**src/rtl/unsigned_div_pkg.sv**
```systemverilog
// Shared types and width constant for the sequential restoring divider.
package unsigned_div_pkg;

    localparam int DIV_W = 8;

    typedef enum logic [1:0] {
        IDLE,
        BUSY,
        DONE
    } div_state_t;

endpackage

```
**src/rtl/div_step.sv**
```systemverilog
// One restoring-division step: shift in a dividend bit, conditionally subtract.
module div_step #(
    parameter int W = 8
) (
    input  logic [W:0]   r_in,
    input  logic         din,
    input  logic [W-1:0] divisor,
    output logic [W:0]   r_out,
    output logic         q_bit
);

    // r_in < divisor on entry, so the top bit of t is always 0; carrying it
    // keeps the compare/subtract exact without relying on that invariant.
    logic [W+1:0] t;
    logic [W+1:0] diff;

    always_comb begin
        t     = {r_in, din};
        q_bit = (t >= {2'b00, divisor});
        diff  = q_bit ? (t - {2'b00, divisor}) : t;
        r_out = (W+1)'(diff);
    end

endmodule

```
**src/rtl/unsigned_16by8_div_seq.sv**
```systemverilog
// Iterative 2W-by-W unsigned divider, one quotient bit per clock, valid/ready on both sides.
module unsigned_16by8_div_seq
    import unsigned_div_pkg::*;
#(
    parameter int W = DIV_W
) (
    input  logic           clk,
    input  logic           rst,
    input  logic           in_valid,
    output logic           in_ready,
    input  logic [2*W-1:0] dividend,
    input  logic [W-1:0]   divisor,
    output logic           out_valid,
    input  logic           out_ready,
    output logic [W-1:0]   quotient,
    output logic [W-1:0]   remainder,
    output logic           div_zero,
    output logic           ovf
);

    localparam int CW = (W > 1) ? $clog2(W) : 1;

    div_state_t   state_q, state_d;
    logic [W:0]   r_q, r_d;
    logic [W-1:0] dvs_q, dvs_d;
    logic [W-1:0] lo_q, lo_d;
    logic [W-1:0] quo_q, quo_d;
    logic [CW-1:0] cnt_q, cnt_d;
    logic         dz_q, dz_d;
    logic         ov_q, ov_d;

    logic [W:0]   step_r;
    logic         step_q;

    div_step #(.W(W)) u_step (
        .r_in    (r_q),
        .din     (lo_q[W-1]),
        .divisor (dvs_q),
        .r_out   (step_r),
        .q_bit   (step_q)
    );

    always_comb begin
        state_d = state_q;
        r_d     = r_q;
        dvs_d   = dvs_q;
        lo_d    = lo_q;
        quo_d   = quo_q;
        cnt_d   = cnt_q;
        dz_d    = dz_q;
        ov_d    = ov_q;
        case (state_q)
            IDLE: begin
                if (in_valid) begin
                    dvs_d = divisor;
                    lo_d  = dividend[W-1:0];
                    r_d   = {1'b0, dividend[2*W-1:W]};
                    quo_d = '0;
                    dz_d  = 1'b0;
                    ov_d  = 1'b0;
                    if (divisor == '0) begin
                        dz_d    = 1'b1;
                        quo_d   = '1;
                        r_d     = {1'b0, dividend[W-1:0]};
                        state_d = DONE;
                    end else if (dividend[2*W-1:W] >= divisor) begin
                        ov_d    = 1'b1;
                        quo_d   = '1;
                        r_d     = '0;
                        state_d = DONE;
                    end else begin
                        cnt_d   = CW'(W - 1);
                        state_d = BUSY;
                    end
                end
            end
            BUSY: begin
                r_d   = step_r;
                quo_d = {quo_q[W-2:0], step_q};
                lo_d  = {lo_q[W-2:0], 1'b0};
                cnt_d = cnt_q - CW'(1);
                if (cnt_q == '0) state_d = DONE;
            end
            DONE: begin
                if (out_ready) state_d = IDLE;
            end
            default: state_d = IDLE;
        endcase
    end

    always_ff @(posedge clk) begin
        if (rst) begin
            state_q <= IDLE;
            r_q     <= '0;
            dvs_q   <= '0;
            lo_q    <= '0;
            quo_q   <= '0;
            cnt_q   <= '0;
            dz_q    <= 1'b0;
            ov_q    <= 1'b0;
        end else begin
            state_q <= state_d;
            r_q     <= r_d;
            dvs_q   <= dvs_d;
            lo_q    <= lo_d;
            quo_q   <= quo_d;
            cnt_q   <= cnt_d;
            dz_q    <= dz_d;
            ov_q    <= ov_d;
        end
    end

    assign in_ready  = (state_q == IDLE);
    assign out_valid = (state_q == DONE);
    assign quotient  = quo_q;
    assign remainder = r_q[W-1:0];
    assign div_zero  = dz_q;
    assign ovf       = ov_q;

endmodule

```
**config.mk**
```make
export PLATFORM = sky130hd
export DESIGN_NAME = unsigned_16by8_div_seq
export DESIGN_NICKNAME = d
export VERILOG_FILES = /design/src/rtl/unsigned_div_pkg.sv /design/src/rtl/div_step.sv /design/src/rtl/unsigned_16by8_div_seq.sv
export SDC_FILE = /design/constraint.sdc
export NUM_CORES = 1
export LEC_CHECK = 0
export ABC_AREA = 1
export BUFFER_PORTS_ARGS = -buffer_cell sky130_fd_sc_hd__buf_2
export CAP_MARGIN = 20
export CORE_MARGIN = 8
export CORE_UTILIZATION = 53
export CTS_CLUSTER_SIZE = 30
export DETAILED_ROUTE_END_ITERATION = 8
export PLACE_DENSITY = 0.86
export SLEW_MARGIN = 10
export SYNTH_ARGS = -nofsm -noshare
export SYNTH_HDL_FRONTEND = slang
export SYNTH_SLANG_ARGS = --single-unit
```
**constraint.sdc**
```tcl
create_clock -name clk -period 2.8 [get_ports clk]
set_clock_uncertainty 0.05 [all_clocks]
set_input_delay 0.56 -clock clk [delete_from_list [all_inputs] [get_ports clk]]
set_output_delay 0.56 -clock clk [all_outputs]
set_load 0.01 [all_outputs]
```
==> results of run 1 <==
Yosys cell counts (all sizes together):
cell / n
nand2: 92
inv: 61
nor2: 48
dfxtp: 40
o21ai: 34
a21oi: 30
ha: 18
a31oi: 14
buf: 14
nand3: 12
clkbuf: 10
o22ai: 7
xor2: 4
nand4: 3
clkinv: 1
fa: 1
o211ai: 1
o21a: 1
o21bai: 1
or2: 1
through the flow:
stage	utilization, %	hold WS (ns)	setup slack, ns
4_1_cts	61.7	0.416	0.505
2_1_floorplan	-	0.384	0.928
3_3_place_gp	59.1	0.393	0.557
3_5_place_dp	59.1	0.404	0.519
6_report	61.7	0.415	0.491
5_1_grt	61.7	0.432	0.313
power by group through the flow:
stage	sequential, uW	clock [uW]	combinational [uW]
after floorplan	733	0	683
after global placement	735	0	833
after detailed placement	737	0	862
after CTS	726	508	869
after global routing	738	526	988
final	727	502	873
cell families (layout without fill, tap and decap cells):
group	Yosys count	in the layout	share of synthesized area [%]
flip-flops	40	40	31.2
adder cells (fa/ha/maj)	19	19	9.56
XOR/XNOR	4	4	1.37
buffers and inverters	86	122	14.3
AND/OR/NAND/NOR	156	156	24.5
AO/OA/AOI/OAI	88	88	19.1
worst max path at each step:
| stage | startpoint | end | slack [ns] | cells after the start |
|---|---|---|---|---|
| 2_1_floorplan | divisor[1] | cnt_q[0] | 0.93 | 11 |
| 3_3_place_gp | divisor[5] | cnt_q[1] | 0.56 | 9 |
| 3_5_place_dp | lo_q[7] | r_q[6] | 0.52 | 12 |
| 4_1_cts | lo_q[7] | r_q[6] | 0.51 | 12 |
| 5_1_grt | lo_q[7] | r_q[6] | 0.31 | 12 |
| 6_report | lo_q[7] | r_q[0] | 0.49 | 12 |
area by class of cell:
class	instances	area (um2)
Clock buffer	6	82.6
Fill cell	417	1800
Clock inverter	2	38.8
Multi-Input combinational cell	267	1400
Tap cell	54	67.6
Timing Repair Buffer	52	273
Sequential cell	40	801
Inverter	62	233
worst max-delay path: stages, from the launching register on:
cell	delay [ns]
dfxtp_1	0.32
inv_1	0.10
ha_1	0.16
inv_1	0.06
fa_1	0.40
nand3_1	0.12
a21oi_2	0.10
nor2_2	0.51
nand2_1	0.10
nand3_1	0.11
nand2_1	0.05
inv_1	0.06
a21oi_1	0.05
flip-flops by register name, summed over array words and instances (netlist names):
name and count:
r_q 9, div_zero 1, dvs_q 8, cnt_q 3
ovf 1, lo_q 8, quotient 8, state_q 2
layer usage:
layer,GRT usage (%),vias up
met3,3.63,16
met2,30.3,74
met4,8.28,0
li1,-,1322
met5,0,-
met1,21.8,1141
==> impl_metrics.toml, run 1 <==
[status]
outcome = "completed"

[sta]
finalSetupViolations = 0
period_needed_ns = 2.31
slew_headroom_pct = 48.6
worst_slew_pin_slew_ns = 0.771
hold_viol = 0
setup_tns_ns = 0
min_period_over_period_pct = 82.5
drv_slew = 0
fmax_mhz = 433
rsz0062_at_grt = "false"

[finish]
postLayoutCellArea_mm2 = 0.00289
final_nets = 475
final_common_cell = "nand2_1"
drive_above_1_share_pct = 16.8
final_cell_mix = "nand2_1, inv_1, buf_2"
area.growth.synth_to_final_pct = 12.8
fin_cells = 483
antennaDiodeCount = 0

[die]
core.rowCount = 25
initial_core_util_pct = 54.7
dieArea_mm2 = 0.00732
fp.dieW_um = 85.6
core_mm2 = 0.00469
die_height_um = 85.6
io_pins = 48

[worst_setup_path]
cp_max_fo = 14
r2r_slack_ns = 0.49
arrival_ns = 2.44
crit_type = "reg2reg"
reg2reg_depth = 12
timing.rr.end = "r_q[0]"
cp-end-kind = "flop"
r2r_start = "lo_q[7]"
required_ns = 2.93
start_kind = "flop"

[global_route]
grt_pass1_vias = 2528
grt_usage_pct = 18.1
grt_antenna_before_repair = 0
grt_max_degree = 30
grt_overflow = 0
grt_pass1_wl_mm = 11.0

[pwr]
seq_power_share_pct = 34.6
p_total_uw = 2100
p_comb_share_pct = 41.5
clkPwrFrac_pct = 23.9
cellPowerDensity_mw_per_mm2 = 727
p_int_uw = 1270
p_sw_share_pct = 39.7
p_sw_uw = 834
vdd_drop_max_mv = 0.457
p_leak_uw = 0.00151

[synth]
ys_ff_latch = 40
yosys_warnings = 0
syn_nets = 440
synth_top_area_share_pct = 31.2
avgSynthCellArea_um2 = 6.53
synth_area_leaders = "dfxtp_1, nand2_1, inv_1"
syn_area_mm2 = 0.00256
synthCells = 393
yosysSeqAreaShare_pct = 31.2
yosysTopAreaCell = "dfxtp_1"
synthDistinctLibCells = 26

[drt]
wl_per_cell_um = 13.4
route.vias.total = 2553
wl_met2_mm = 3.15
drt_iter0_drc = 281
ant_nets = 0
dr.pass1.iters = 4
met1_length_mm = 2.84
via_per_inst = 5.29
drc_errors = 0
top_layer = "met4"
route.met3.wl_um = 312
wl_mm = 6.46

[clocking]
insertion_delay_ns = 0.29
tritoncts = "yes"
cts-resized-gates = 0
cts_sinks = 40
cts_buffers = 5
cts_buffer_depth = 2
ctsHoldBuffers = 0
clk_pin_slew_ns = 0.08
h-tree-depth = 2
cts_setup_buffers = 0
clock-root-buffer = "clkbuf_8"

[placement]
portBuffers = 47
placed_area_mm2 = 0.00277
gp_congestion = 0.862
dp_cells = 475
dp_hpwl_mm = 4.94

[hold_path]
min_delay_path_depth = 2
min_from = "cnt_q[1]"
hold_path_class = "reg2reg"
holdPathEnd = "cnt_q[1]"

[job]
cap_viol_max_count = 0
Power figures use the tool's default switching activity.
==> run 2: changes to the inputs <==
- CORE_UTILIZATION: 53 -> 50
- PLACE_DENSITY: 0.86 -> 0.85
- clock period: 2.8 -> 2.1 ns (I/O delays scaled with it)
==> run 2 against run 1 <==
Compared with the run above: combinational power grew 47%; fmax grew 18%; cell area increased by 3.3%; worst hold slack got worse by 0.088 ns; first-iteration DRC count down 15%; sequential share of layout area decreased by 0.88 points; critical path depth down 1; core utilization down 2.4 points; critical path type unchanged; largest cell class unchanged; largest power group unchanged.
==> impl_metrics.toml, run 2 (synthesis gave the netlist of run 1 again) <==
[status]
outcome = "completed"

[drt]
dr.pass1.iters = 5
drt_iter0_drc = 239
via_per_inst = 5.25
ant_nets = 0
drc_errors = 0
wl_mm = 6.78
route.vias.total = 2662
wl_per_cell_um = 13.4

[finish]
area.growth.synth_to_final_pct = 16.5
final_nets = 483
largest_register_ffs = 9
antennaDiodeCount = 0
final_common_cell = "nand2_1"
drive_above_1_share_pct = 19.0
final.fill_count = 458
top_register = "r_q"
postLayoutCellArea_mm2 = 0.00299
final_cell_mix = "nand2_1, inv_1, buf_2"

[pwr]
p_sw_share_pct = 39.7
p_leak_uw = 0.00155
p_int_uw = 1760
cellPowerDensity_mw_per_mm2 = 976
vdd_drop_max_mv = 0.565
clkPwrFrac_pct = 23.1
p_comb_share_pct = 43.8
seq_power_share_pct = 33.1
p_sw_uw = 1160

[global_route]
grt_max_degree = 32
grt_overflow = 0
grt_usage_pct = 18.1
grt_antenna_before_repair = 0
grt_pass1_wl_mm = 11.2
grt_pass1_vias = 2555

[die]
initial_core_util_pct = 50.9
core.rowCount = 26
dieArea_mm2 = 0.00768
fp.dieW_um = 87.6
io_pins = 48
core_mm2 = 0.00504
die_height_um = 87.6

[worst_setup_path]
crit_type = "reg2reg"
reg2reg_depth = 11
slowest_stage = "fa_1"
start_kind = "flop"
cp_max_fo = 3
slowest_delay_ns = 0.41
cp-end-kind = "flop"
crit_chain = "inv_1, ha_1, inv_1, fa_1, nand3_2, a21oi_2, buf_4, o21ai_0, a21oi_2, nor2_1, nor2_1"
required_ns = 2.24
arrival_ns = 2.10

[hold_path]
min_delay_path_depth = 2
hold_path_class = "in2reg"

[clocking]
insertion_delay_ns = 0.30
clk_pin_slew_ns = 0.08
cts_sinks = 40
ctsHoldBuffers = 0
clock-root-buffer = "clkbuf_8"
h-tree-depth = 2
cts_buffer_depth = 2
tritoncts = "yes"
cts_buffers = 5

[sta]
period_needed_ns = 1.96
hold_viol = 0
whs_ns = 0.327
drv_slew = 0
setup_tns_ns = 0
min_period_over_period_pct = 93.3
fmax_mhz = 511
finalSetupViolations = 0
worst_slew_pin_slew_ns = 0.698
slew_headroom_pct = 53.4

[placement]
gp_congestion = 0.917
placed_area_mm2 = 0.00284
dp_hpwl_mm = 5.01
portBuffers = 47

[job]
cap_viol_max_count = 0
==> run 2: cell count changes in the layout (fill, tap and decap cells not counted), sizes merged <==
cell | before | now
buf | 52 | 60
==> run 2: path summary, 6_finish.rpt <==
kind              startpoint  endpoint  slack, ns
hold reg to reg      lo_q[0]   lo_q[0]       0.42
setup / recovery     lo_q[7]    r_q[3]       0.14
setup reg to reg     lo_q[7]    r_q[3]       0.14
hold / removal           rst       ovf       0.33
==> run 2: power groups by stage <==
stage | Clock, uW | Sequential (uW) | Combinational (uW)
global placement | 0 | 977 | 1170
CTS | 677 | 964 | 1220
global route | 721 | 981 | 1430
floorplan | 0 | 977 | 910
detailed placement | 0 | 979 | 1200
finish | 674 | 966 | 1280
==> run 2: area by class of cell <==
class | instances | area, um2 | share of cell area [%]
Multi-Input combinational cell | 267 | 1410 | 47.2
Sequential cell | 40 | 801 | 26.8
Timing Repair Buffer | 60 | 337 | 11.3
Inverter | 62 | 233 | 7.79
Tap cell | 70 | 87.6 | 2.93
Clock buffer | 6 | 82.6 | 2.76
Clock inverter | 2 | 38.8 | 1.30
==> run 2: critical path, delay by kind of cell (launching register included) <==
family	cells	cell delay (ns)
AOI/OAI and AO/OA	3	0.41
adders and majority gates	2	0.54
buffers and inverters	3	0.27
and+or+nand+nor	3	0.27
DFF	1	0.31
==> run 2: routing by layer <==
| layer | global-route usage, % | share of wire [%] | up-vias |
|---|---|---|---|
| li1 | - | - | 1332 |
| met1 | 21.2 | 43 | 1221 |
| met2 | 30.6 | 49 | 96 |
| met3 | 4.22 | 5.7 | 13 |
| met4 | 7.66 | 2.1 | 0 |
| met5 | 0 | 0 | - |
==> run 2: per-stage QoR <==
| stage | utilization (%) | total power, uW | instances | worst slack, ns |
|---|---|---|---|---|
| after global routing | 59.3 | 3130 | 507 | -0.00413 |
| final | 59.3 | 2920 | 507 | 0.142 |
| after floorplan | - | 1890 | 393 | 0.265 |
| after CTS | 58.8 | 2860 | 506 | 0.0876 |
| after detailed placement | 56.4 | 2180 | 498 | 0.0184 |
| after global placement | 56.4 | 2150 | 498 | 0.0568 |
==> run 2: what timing repair did <==
item / 4_1_cts / 5_1_grt
buffers inserted: 0 / 1
endpoints found under the setup margin: 0 / 23
resized for setup: 0 / 4
